<file path="src/rtl/pc_pkg.sv">
// Shared types and constants for the IF-stage program-counter generator.
//   pc_state_e : control FSM states (BOOT, RUN, HALT)
//   pc_sel_e   : next-PC source select
//   PC_STEP    : sequential fetch increment in bytes
package pc_pkg;

    localparam int unsigned PC_STEP = 4;

    typedef enum logic [1:0] {
        BOOT,
        RUN,
        HALT
    } pc_state_e;

    typedef enum logic [1:0] {
        SEL_TRAP,
        SEL_REDIR,
        SEL_HOLD,
        SEL_INC
    } pc_sel_e;

endpackage

</file>
<file path="src/rtl/pc_trace_buf.sv">
// Circular trace buffer of redirect PCs, built only with PC_TRACE_EN.
// Ports:
//   clk, reset_n : clock, async active-low reset (all entries cleared)
//   wr_en        : write strobe, stores wr_data and advances the write pointer
//   wr_data      : PC value to record
//   rd_idx       : read index, 0 = newest entry
//   rd_data      : combinational read of entry (wr_ptr-1-rd_idx) mod DEPTH
module pc_trace_buf
    import pc_pkg::*;
#(
    parameter int unsigned W     = 32,
    parameter int unsigned DEPTH = 8
) (
    input  logic                     clk,
    input  logic                     reset_n,
    input  logic                     wr_en,
    input  logic [W-1:0]             wr_data,
    input  logic [$clog2(DEPTH)-1:0] rd_idx,
    output logic [W-1:0]             rd_data
);

    localparam int unsigned PTR_W = $clog2(DEPTH);

    logic [W-1:0]     mem_q [DEPTH];
    logic [W-1:0]     mem_d [DEPTH];
    logic [PTR_W-1:0] wr_ptr_q;
    logic [PTR_W-1:0] wr_ptr_d;
    logic [PTR_W-1:0] rd_ptr_c;

    // Write port; pointer wraps naturally since DEPTH is a power of two.
    always_comb begin
        mem_d    = mem_q;
        wr_ptr_d = wr_ptr_q;
        if (wr_en) begin
            mem_d[wr_ptr_q] = wr_data;
            wr_ptr_d        = wr_ptr_q + PTR_W'(1);
        end
    end

    // Newest-relative read index.
    assign rd_ptr_c = wr_ptr_q - PTR_W'(1) - rd_idx;
    assign rd_data  = mem_q[rd_ptr_c];

    always_ff @(posedge clk or negedge reset_n) begin
        if (!reset_n) begin
            mem_q    <= '{default: '0};
            wr_ptr_q <= '0;
        end else begin
            mem_q    <= mem_d;
            wr_ptr_q <= wr_ptr_d;
        end
    end

endmodule

</file>
<file path="src/rtl/pc_gen.sv">
// IF-stage program-counter generator: reset vector, +4 increment, branch/jump
// redirect, trap redirect, redirect alignment check, debug halt/resume FSM.
// Optional macro PC_TRACE_EN adds a ring buffer of redirect/trap target PCs.
// Ports:
//   clk, reset_n             : clock, async active-low reset
//   stall                    : hold PC
//   redirect, redirect_tgt   : taken branch/jump and its target
//   trap_req                 : go to TRAP_VECTOR
//   halt_req, resume         : debug halt / resume
//   pc_out, pc_valid         : registered fetch PC and its valid flag
//   misalign, misalign_addr  : one-cycle pulse and held offending target
//   trace_idx, trace_data    : trace read port (0 = newest); data is 0 without PC_TRACE_EN
module pc_gen
    import pc_pkg::*;
#(
    parameter int unsigned     XLEN         = 32,
    parameter logic [XLEN-1:0] RESET_VECTOR = XLEN'(32'h0000_0000),
    parameter logic [XLEN-1:0] TRAP_VECTOR  = XLEN'(32'h0000_0100),
    parameter int unsigned     ALIGN_BYTES  = 4,
    parameter int unsigned     TRACE_DEPTH  = 8
) (
    input  logic                           clk,
    input  logic                           reset_n,
    input  logic                           stall,
    input  logic                           redirect,
    input  logic [XLEN-1:0]                redirect_tgt,
    input  logic                           trap_req,
    input  logic                           halt_req,
    input  logic                           resume,
    output logic [XLEN-1:0]                pc_out,
    output logic                           pc_valid,
    output logic                           misalign,
    output logic [XLEN-1:0]                misalign_addr,
    input  logic [$clog2(TRACE_DEPTH)-1:0] trace_idx,
    output logic [XLEN-1:0]                trace_data
);

    pc_state_e       state_q, state_d;
    pc_sel_e         sel;
    logic [XLEN-1:0] pc_q, pc_d;
    logic            valid_q, valid_d;
    logic            misalign_q, misalign_d;
    logic [XLEN-1:0] misalign_addr_q, misalign_addr_d;
    logic            trace_we;
    logic            tgt_misaligned_c;

    assign tgt_misaligned_c = (redirect_tgt & XLEN'(ALIGN_BYTES - 1)) != '0;

    // Control FSM: state, next-PC source, valid and misalign updates.
    always_comb begin
        state_d         = state_q;
        sel             = SEL_HOLD;
        valid_d         = valid_q;
        misalign_d      = 1'b0;
        misalign_addr_d = misalign_addr_q;
        trace_we        = 1'b0;
        unique case (state_q)
            BOOT: begin
                state_d = RUN;
                valid_d = 1'b1;
            end
            RUN: begin
                if (trap_req) begin
                    sel      = SEL_TRAP;
                    trace_we = 1'b1;
                end else if (redirect) begin
                    trace_we = 1'b1;
                    if (tgt_misaligned_c) begin
                        sel             = SEL_TRAP;
                        misalign_d      = 1'b1;
                        misalign_addr_d = redirect_tgt;
                    end else begin
                        sel = SEL_REDIR;
                    end
                end else if (stall) begin
                    sel = SEL_HOLD;
                end else if (halt_req) begin
                    state_d = HALT;
                    valid_d = 1'b0;
                end else begin
                    sel = SEL_INC;
                end
            end
            HALT: begin
                // A trap must not be lost, so it outranks resume here.
                if (trap_req) begin
                    state_d  = RUN;
                    valid_d  = 1'b1;
                    sel      = SEL_TRAP;
                    trace_we = 1'b1;
                end else if (resume) begin
                    state_d = RUN;
                    valid_d = 1'b1;
                end
            end
            default: state_d = BOOT;
        endcase
    end

    // Next-PC mux.
    always_comb begin
        unique case (sel)
            SEL_TRAP:  pc_d = TRAP_VECTOR;
            SEL_REDIR: pc_d = redirect_tgt;
            SEL_INC:   pc_d = pc_q + XLEN'(PC_STEP);
            default:   pc_d = pc_q;
        endcase
    end

    always_ff @(posedge clk or negedge reset_n) begin
        if (!reset_n) begin
            state_q         <= BOOT;
            pc_q            <= RESET_VECTOR;
            valid_q         <= 1'b0;
            misalign_q      <= 1'b0;
            misalign_addr_q <= '0;
        end else begin
            state_q         <= state_d;
            pc_q            <= pc_d;
            valid_q         <= valid_d;
            misalign_q      <= misalign_d;
            misalign_addr_q <= misalign_addr_d;
        end
    end

    assign pc_out        = pc_q;
    assign pc_valid      = valid_q;
    assign misalign      = misalign_q;
    assign misalign_addr = misalign_addr_q;

`ifdef PC_TRACE_EN
    pc_trace_buf #(
        .W     (XLEN),
        .DEPTH (TRACE_DEPTH)
    ) u_trace_buf (
        .clk     (clk),
        .reset_n (reset_n),
        .wr_en   (trace_we),
        .wr_data (pc_d),
        .rd_idx  (trace_idx),
        .rd_data (trace_data)
    );
`else
    logic unused_trace;
    assign unused_trace = ^{trace_we, trace_idx};
    assign trace_data   = '0;
`endif

endmodule

</file>
<file path="config.mk">
export PLATFORM = sky130hd
export DESIGN_NAME = pc_gen
export DESIGN_NICKNAME = d
export VERILOG_FILES = /design/src/rtl/pc_pkg.sv /design/src/rtl/pc_trace_buf.sv /design/src/rtl/pc_gen.sv
export SDC_FILE = /design/constraint.sdc
export NUM_CORES = 1
export LEC_CHECK = 0
export ABC_AREA = 1
export BUFFER_PORTS_ARGS = -buffer_cell sky130_fd_sc_hd__buf_2
export CORE_UTILIZATION = 50
export CTS_CLUSTER_DIAMETER = 150
export DETAILED_ROUTE_END_ITERATION = 6
export MAX_ROUTING_LAYER = met4
export PLACE_DENSITY = 0.86
export SLEW_MARGIN = 20
export SYNTH_ARGS = -nofsm -noshare
export SYNTH_HDL_FRONTEND = slang
export SYNTH_SLANG_ARGS = --single-unit
</file>
<file path="constraint.sdc">
create_clock -name clk -period 3.1 [get_ports clk]
set_input_delay 0.31 -clock clk [delete_from_list [all_inputs] [get_ports clk]]
set_output_delay 0.31 -clock clk [all_outputs]
set_load 0.02 [all_outputs]
</file>
== Word-level counts from Yosys, hierarchy flattened ==
Cells that the tools add are included.

* $add $sub $neg: 1
* Bitwise operators: 1
* Muxes and demuxes: 26
* Reduce and logical (&&, ||, !) cells: 8
* Equal/unequal tests: 9

{| class="wikitable"
|+ Operator list
! kind !! number
|-
| case mux 32 bit (3 select lines) || 1
|-
| adder 32 x 3 -> 32 bit (second input constant) || 1
|-
| nonzero test 32 bit || 1
|-
| two-way mux 2 bit || 9
|-
| two-way mux 1 bit || 13
|-
| != test 2 bit (second input constant) || 4
|-
| case mux 2 bit (3 select lines) || 1
|-
| AND reduction 6 bit || 1
|-
| nonzero test 3 bit || 2
|-
| AND reduction 5 bit || 1
|-
| equality test 2 x 1 -> 1 bit (second input constant) || 2
|-
| equality test 2 bit (second input constant) || 2
|-
| zero test 2 bit || 2
|-
| case mux 2 bit (2 select lines) || 1
|-
| AND reduction 4 bit || 1
|-
| != test 3 bit (second input constant) || 1
|-
| case mux 1 bit (3 select lines) || 1
|-
| inverter 1 bit || 1
|}

* Bits of input ports: 42
* Bits in registers: 68
* Output and inout port bits: 98

== Depth between registers and ports, before layout ==
Gate-level depths: netlist of the first run.

* Depth after elaboration: 7
* Gate-level depth with buffers: 12
* Depth with buffers taken out: 11

== Worst setup path after synthesis of the first run ==
No wires, ideal clock.

* Path kind: reg2reg
* Start: register pc_q[3], in the netlist pc_out[3]
* End: register pc_q[30], in the netlist pc_out[30]
* Arrival: 1.450 ns
* Setup slack: 1.533 ns
* Period minus slack after synthesis: 1.567 ns
* Cell stages (with the launch flop): 9
* Path buffers: 0
* Required time: 2.983 ns
* Path through: dfrtp_1 > ha_1 > nand2_1 > nor2_1 > nand2_1 > nor2_4 > nand3_1 > nand3_1 > nand2_1

* Cells in the longest elaborated chain, start to end: 2

{| class="wikitable"
|+ RTL lines
! item !! RTL line !! source
|-
| start: declaration || pc_gen.sv:40 || <nowiki>logic [XLEN-1:0] pc_q, pc_d;</nowiki>
|-
| start signal: assignment || pc_gen.sv:119 || <nowiki>pc_q <= pc_d;</nowiki>
|-
| adder 32 x 3 -> 32 bit || pc_gen.sv:105 || <nowiki>SEL_INC: pc_d = pc_q + XLEN'(PC_STEP);</nowiki>
|-
| case mux 32 bit (3 select lines) || pc_gen.sv:102 || <nowiki>unique case (sel)</nowiki>
|}

Every way passes these cells.
A chain may end at the register's enable or synchronous reset.

== Worst setup path in the final report of the first run ==
* Start: register state_q[1]
* End: register pc_q[14], in the netlist pc_out[14]

* Cells in the longest elaborated chain, start to end: 4
* Elaborated cells between the ends (all ways): 8
* Classes of those cells: eq/ne (4); mux (2); reduce/logical (2)

{| class="wikitable"
|+ RTL lines
! item !! RTL line !! source
|-
| start: declaration || pc_gen.sv:38 || <nowiki>pc_state_e state_q, state_d;</nowiki>
|-
| start signal: assignment || pc_gen.sv:118 || <nowiki>state_q <= state_d;</nowiki>
|-
| equality test 2 bit / equality test 2 x 1 -> 1 bit (equally long branches) || pc_gen.sv:57 || <nowiki>unique case (state_q)</nowiki>
|-
| case mux 2 bit (2 select lines) (*) || pc_gen.sv:57 ||
|-
| equality test 2 bit (tied with other cells) || pc_gen.sv:102 ||
|-
| case mux 32 bit (3 select lines) / nonzero test 3 bit (equally long branches) || - ||
|}

Every way passes the cells marked *; elsewhere a longest branch is shown, timed or not.

==> flow_metrics.py, run 1 <==
metrics = {
    "status": {
        "outcome": "finished with violations",
        "violations": "hold timing",
    },
    "grt": {
        "grt_pass1_wl_mm": 17.4,
        "grt_pass1_vias": 3725,
        "grt_use_total": 0.263,
        "grt_start_max_net_pins": 48,
        "antenna_found_initial": 0,
        "overflow": 0,
    },
    "setup_path": {
        "r2r_start": "state_q[1]",
        "path_class": "flop to flop",
        "slowest_stage": "nor2_2",
        "cp-start-kind": "flop",
        "crit_chain": "inv_1 > ha_1 > inv_1 > nor2_1 > nand3_1 > nand2_1 > nor2_2 > nand2_1 > nand2_1 > inv_1 > nand2_1",
        "critPathBufInv": 3,
        "crit_arrival_ps": 2610,
        "critPathCaptureType": "flop",
        "crit_family": "simple AND/OR/NAND/NOR gates",
        "cp_slowest_stage_delay_ps": 620,
        "required_ps": 3380,
        "cpMostUsedCell": "nand2_1",
        "cp_max_fo": 17,
        "worstSetupStartpoint": "state_q[1]",
    },
    "clock_network": {
        "htreeDepth": 3,
        "clock-root-buffer": "clkbuf_8",
        "path_clk_slew_ps": 80,
        "cts_sinks": 68,
        "cts_tree": "built",
        "hold_buffers": 0,
        "cts_resized": 0,
        "cts_buffers": 9,
        "clockBufferDepth": 2,
        "post-cts-setup-buffers": 0,
        "clk_latency_ps": 350,
    },
    "die": {
        "die_w_um": 93.7,
        "die_y_um": 93.7,
        "ios": 140,
        "core_um2": 8180,
        "die_area_um2": 8780,
        "num_rows": 33,
        "start_util": 0.514,
    },
    "sta": {
        "setup_tns_ps": 0,
        "fin_crit_sh": 0.751,
        "finClkSkew_ps": 9.30,
        "final-max-slew-violation-count": 0,
        "max_slew.worst_pin.slew_ps": 1040,
        "rsz0062_at_grt": "false",
        "setup_viol": 0,
        "min_period_ps": 2330,
        "relSlewSlack": 0.308,
        "hold_viol": 45,
        "fmax_mhz": 429,
        "fin_hold_ws_ps": -30.1,
    },
    "pwr": {
        "p_leak_uw": 0.00268,
        "vdd_drop_max_v": 0.000442,
        "clock_power_share": 0.220,
        "finalPower_uw": 3620,
        "seq_power_share": 0.377,
        "power.density_nw_per_um2": 744,
        "pwr-share-comb": 0.402,
        "p_switching_uw": 1570,
        "p_sw_frac": 0.435,
        "intPower_uw": 2040,
    },
    "logic_synthesis": {
        "yosysTopAreaCell": "dfrtp_1",
        "ys_seq_elements": 68,
        "synth.area.top_cells": "dfrtp_1 (40%), nand2_1 (23%), nand3_1 (10%), buf_4 (6.3%), inv_1 (4.9%)",
        "synthCells": 612,
        "async_flop_share": 1.00,
        "synth_top_area_frac": 0.405,
        "synth_warnings": 0,
        "synth_commonest_cells": "nand2_1 (260), nand3_1 (84), dfrtp_1 (68)",
        "synth-main-ff-cell": "dfrtp_1",
        "synth.most_common_cell": "nand2_1",
        "yosysUniqueCellTypes": 26,
        "synth.avg_cell_area_um2": 6.87,
        "ys_seq_area_frac": 0.405,
        "synth_edf_count": 0,
        "synth_area_um2": 4200,
    },
    "layout": {
        "nets": 760,
        "seq_area_um2": 1700,
        "drive_above_1_share": 0.195,
        "fillCellCount": 816,
        "n_antenna_cell": 0,
        "multi_input_area_um2": 2050,
        "syn2layout_area_growth_pct": 15.7,
        "final_cells": 823,
    },
    "routing": {
        "wl_met1_mm": 4.74,
        "ant_nets": 0,
        "wl_per_cell_um": 13.0,
        "drtPass1Iterations": 5,
        "dr_total_vias": 4045,
        "avgViaCountPerCell": 4.91,
        "drc": 0,
        "top_layer": "met4",
        "drt_iter0_drc": 233,
        "route.met2.wl_mm": 5.20,
        "wl_met3_um": 512,
        "wl_mm": 10.7,
    },
    "placed_design": {
        "dp_hpwl_mm": 8.06,
        "dp_cells": 807,
        "gp_congestion": 0.919,
        "port_buffers": 104,
    },
    "min_path": {
        "hp-class": "primary input to asynchronous set/reset pin",
    },
    "job": {
        "max-cap-violations": 0,
    },
}
[worst register-to-register path, cell delays in order (launching register included)]
cell	delay, ps
dfrtp_1	390
inv_1	90
ha_1	320
inv_1	100
nor2_1	40
nand3_1	60
nand2_1	370
nor2_2	630
nand2_1	110
nand2_1	80
inv_1	40
nand2_1	40
[worst paths after layout]
check	slack, ps	cells past startpoint	endpoint
max	770	11	pc_out[14]
min	-30	1	misalign_addr[7]
max reg2reg	770	11	pc_out[14]
min reg2reg	470	2	misalign_addr[13]
max in group asynchronous	2500	2	pc_out[22]
min in group clk	170	3	misalign_addr[6]
[registers in the layout (all words and copies together), names as in the netlist]
signal,flops
misalign,1
misalign_addr,32
pc_out,32
pc_valid,1
state_q,2
[routing by layer]
layer  GRT usage  vias to the layer above
met4       0.106                        0
met1       0.323                     1864
met2       0.436                      130
met3      0.0413                       20
li1            -                     2031
met5           -                        -
[power groups by stage]
stage                     Sequential (uW)  Clock, uW  Combinational (uW)
after global routing                 1400        848                1610
final                                1360        797                1460
after floorplan                      1670          0                 780
after CTS                            1360        816                1470
after detailed placement             1370          0                1470
after global placement               1360          0                1420
[metrics by stage]
step	area, um2	setup WS, ps	hold slack [ps]	util
4_1_cts	4860	791	165	0.595
3_3_place_gp	4640	907	448	0.567
3_5_place_dp	4640	810	453	0.567
5_1_grt	4860	503	7.05	0.595
2_1_floorplan	4320	1530	14.4	-
6_report	4860	771	-30.1	0.595
[layout make-up]
| class | count | area share |
|---|---|---|
| multi-input cells | 470 | 0.421 |
| flip-flops and latches | 68 | 0.350 |
| well taps | 105 | 0.0270 |
| clock buffers | 13 | 0.0368 |
| clock inverters | 3 | 0.00875 |
| inverters | 56 | 0.0432 |
| repair buffers | 108 | 0.114 |
[cells by family after synthesis]
| family | count (synthesis) | share of synthesized area |
|---|---|---|
| and+or+nand+nor | 412 | 0.409 |
| buffers and inverters | 105 | 0.136 |
| DFF | 68 | 0.405 |
| AOI/OAI and AO/OA | 19 | 0.0298 |
| adders and majority gates | 5 | 0.0149 |
| xor gates and xnor gates | 2 | 0.00417 |
| other | 1 | 0.000892 |
[placed cells by master (no fill, tap or decap), types with 3 or more instances in the layout]
cell,count
a21oi_1,3
buf_2,103
buf_4,5
clkbuf_8,13
conb_1,32
dfrtp_1,68
ha_1,5
inv_1,55
nand2_1,260
nand2_2,3
nand3_1,84
nor2_1,52
nor2_2,4
o21ai_0,7
o21bai_1,7
or2_2,3
Power figures use the tool's default switching activity.
==> run 2, diff against run 1 <==
- clock period: 3.1 -> 2.34 ns (I/O delays scaled with it)
==> run 2 against run 1 <==
The flow now finishes without violations; final cell count up 0.73%; global-route usage up 0.54 points; sequential power up 33%; largest cell class unchanged; critical path type unchanged; via count up 0.82%; critical path depth down 5; fmax up 16%.
==> flow_metrics.py, run 2 (synthesis results as in run 1) <==
metrics = {
    "die": {
        "die_area_um2": 8780,
        "num_rows": 33,
        "die_y_um": 93.7,
        "core_um2": 8180,
        "die_w_um": 93.7,
        "ios": 140,
        "start_util": 0.514,
    },
    "pwr": {
        "p_switching_uw": 2160,
        "p_leak_uw": 0.00271,
        "power.density_nw_per_um2": 994,
        "clock_power_share": 0.210,
        "p_sw_frac": 0.443,
        "seq_power_share": 0.371,
        "finalPower_uw": 4870,
        "pwr-share-comb": 0.420,
        "vdd_drop_max_v": 0.000542,
        "intPower_uw": 2710,
    },
    "routing": {
        "avgViaCountPerCell": 4.92,
        "wl_per_cell_um": 13.2,
        "wl_mm": 10.9,
        "drc": 0,
        "drt_iter0_drc": 215,
        "ant_nets": 0,
        "dr_total_vias": 4078,
        "drtPass1Iterations": 4,
    },
    "sta": {
        "rsz0062_at_grt": "false",
        "relSlewSlack": 0.542,
        "max_slew.worst_pin.slew_ps": 688,
        "fin_crit_sh": 0.861,
        "setup_viol": 0,
        "fmax_mhz": 496,
        "min_period_ps": 2020,
        "finClkSkew_ps": 8.60,
        "setup_tns_ps": 0,
        "final-max-slew-violation-count": 0,
        "hold_viol": 0,
    },
    "grt": {
        "grt_pass1_wl_mm": 17.6,
        "antenna_found_initial": 0,
        "grt_start_max_net_pins": 41,
        "grt_pass1_vias": 3696,
        "grt_use_total": 0.269,
        "overflow": 0,
    },
    "clock_network": {
        "cts_buffers": 9,
        "clock-root-buffer": "clkbuf_8",
        "cts_tree": "built",
        "cts_resized": 0,
        "cts_sinks": 68,
        "clockBufferDepth": 2,
        "htreeDepth": 3,
        "clk_latency_ps": 360,
        "path_clk_slew_ps": 80,
    },
    "setup_path": {
        "required_ps": 2640,
        "cp_max_fo": 28,
        "crit_arrival_ps": 2310,
        "critPathCaptureType": "flop",
        "path_class": "flop to flop",
        "worst-r2r-cell-count": 6,
        "r2r-end": "pc_out[27]",
        "r2r_start": "state_q[1]",
        "cp-start-kind": "flop",
        "r2r_slack_ps": 320,
    },
    "job": {
        "max-cap-violations": 0,
    },
    "min_path": {
        "min_delay_path_depth": 3,
        "hp-class": "primary input to flop",
        "worstHoldEndpoint": "misalign_addr[11]",
        "min_from": "redirect_tgt[11]",
    },
    "layout": {
        "syn2layout_area_growth_pct": 16.6,
        "nets": 766,
        "final_core_util": 0.600,
        "final_common_cell": "nand2_1",
        "drive_above_1_share": 0.199,
        "most-common-layout-cells": "nand2_1 (260), buf_2 (104), nand3_1 (84)",
        "final_cells": 829,
        "n_antenna_cell": 0,
    },
    "placed_design": {
        "gp_congestion": 1.00,
        "dp_cells": 812,
        "port_buffers": 104,
        "dp_hpwl_mm": 8.38,
    },
    "status": {
        "outcome": "completed",
    },
}
run 2: cell types whose count changed in the layout (fill, tap and decap cells not counted), sizes merged:
| cell | previous run | this run |
|---|---|---|
| clkbuf | 13 | 12 |
| buf | 108 | 113 |
| clkinv | 1 | 2 |
| dlygate4sd3 | 0 | 1 |
run 2: stage by stage:
stage                     setup WS (ps)  hold WS [ps]  cell area (um2)
after floorplan                     773         -61.6             4320
after global placement              465           296             4690
after detailed placement            397           315             4690
after CTS                           367          83.7             4900
after global routing                187          96.2             4900
final                               325          90.3             4900
run 2: worst max path at each step:
stage / slack [ps] / endpoint / depth (start not counted) / startpoint
finish: 320 / pc_out[27] / 6 / state_q[1]
global route: 190 / pc_out[15] / 6 / state_q[1]
CTS: 370 / pc_out[27] / 6 / state_q[1]
detailed placement: 400 / pc_out[27] / 6 / state_q[1]
global placement: 470 / pc_out[16] / 6 / state_q[1]
floorplan: 770 / pc_out[30] / 8 / pc_out[3]
run 2: layout make-up:
type	count	area (um2)
repair buffers	114	611
multi-input cells	470	2050
flip-flops and latches	68	1700
well taps	105	131
clock buffers	12	155
fillers	780	3270
inverters	56	210
clock inverters	4	47.5
run 2: critical path, cell delays in order (launching register included):
cell and delay, ps:
dfrtp_1 400, inv_1 100, ha_1 400, nand2_2 330, nor2_8 440, nand3_1 190
nand2_1 90
run 2: power groups by stage:
stage          Clock (uW)  Sequential (uW)  Combinational, uW
2_1_floorplan           0             2220               1030
3_3_place_gp            0             1800               1970
3_5_place_dp            0             1820               2050
4_1_cts              1020             1810               2060
5_1_grt              1080             1850               2250
6_report             1020             1810               2050
run 2: what timing repair did:
action / in CTS / in global routing
hold buffers: 1 / 0
buffers inserted: 0 / 0
hold endpoints to repair: 28 / 0
run 2: per-layer routing:
layer / vias up / wire (um) / GRT usage
met5: - / 0 / -
met4: 0 / 231 / 0.113
met3: 18 / 596 / 0.0388
met2: 131 / 5330 / 0.428
met1: 1883 / 4770 / 0.344
li1: 2046 / - / -
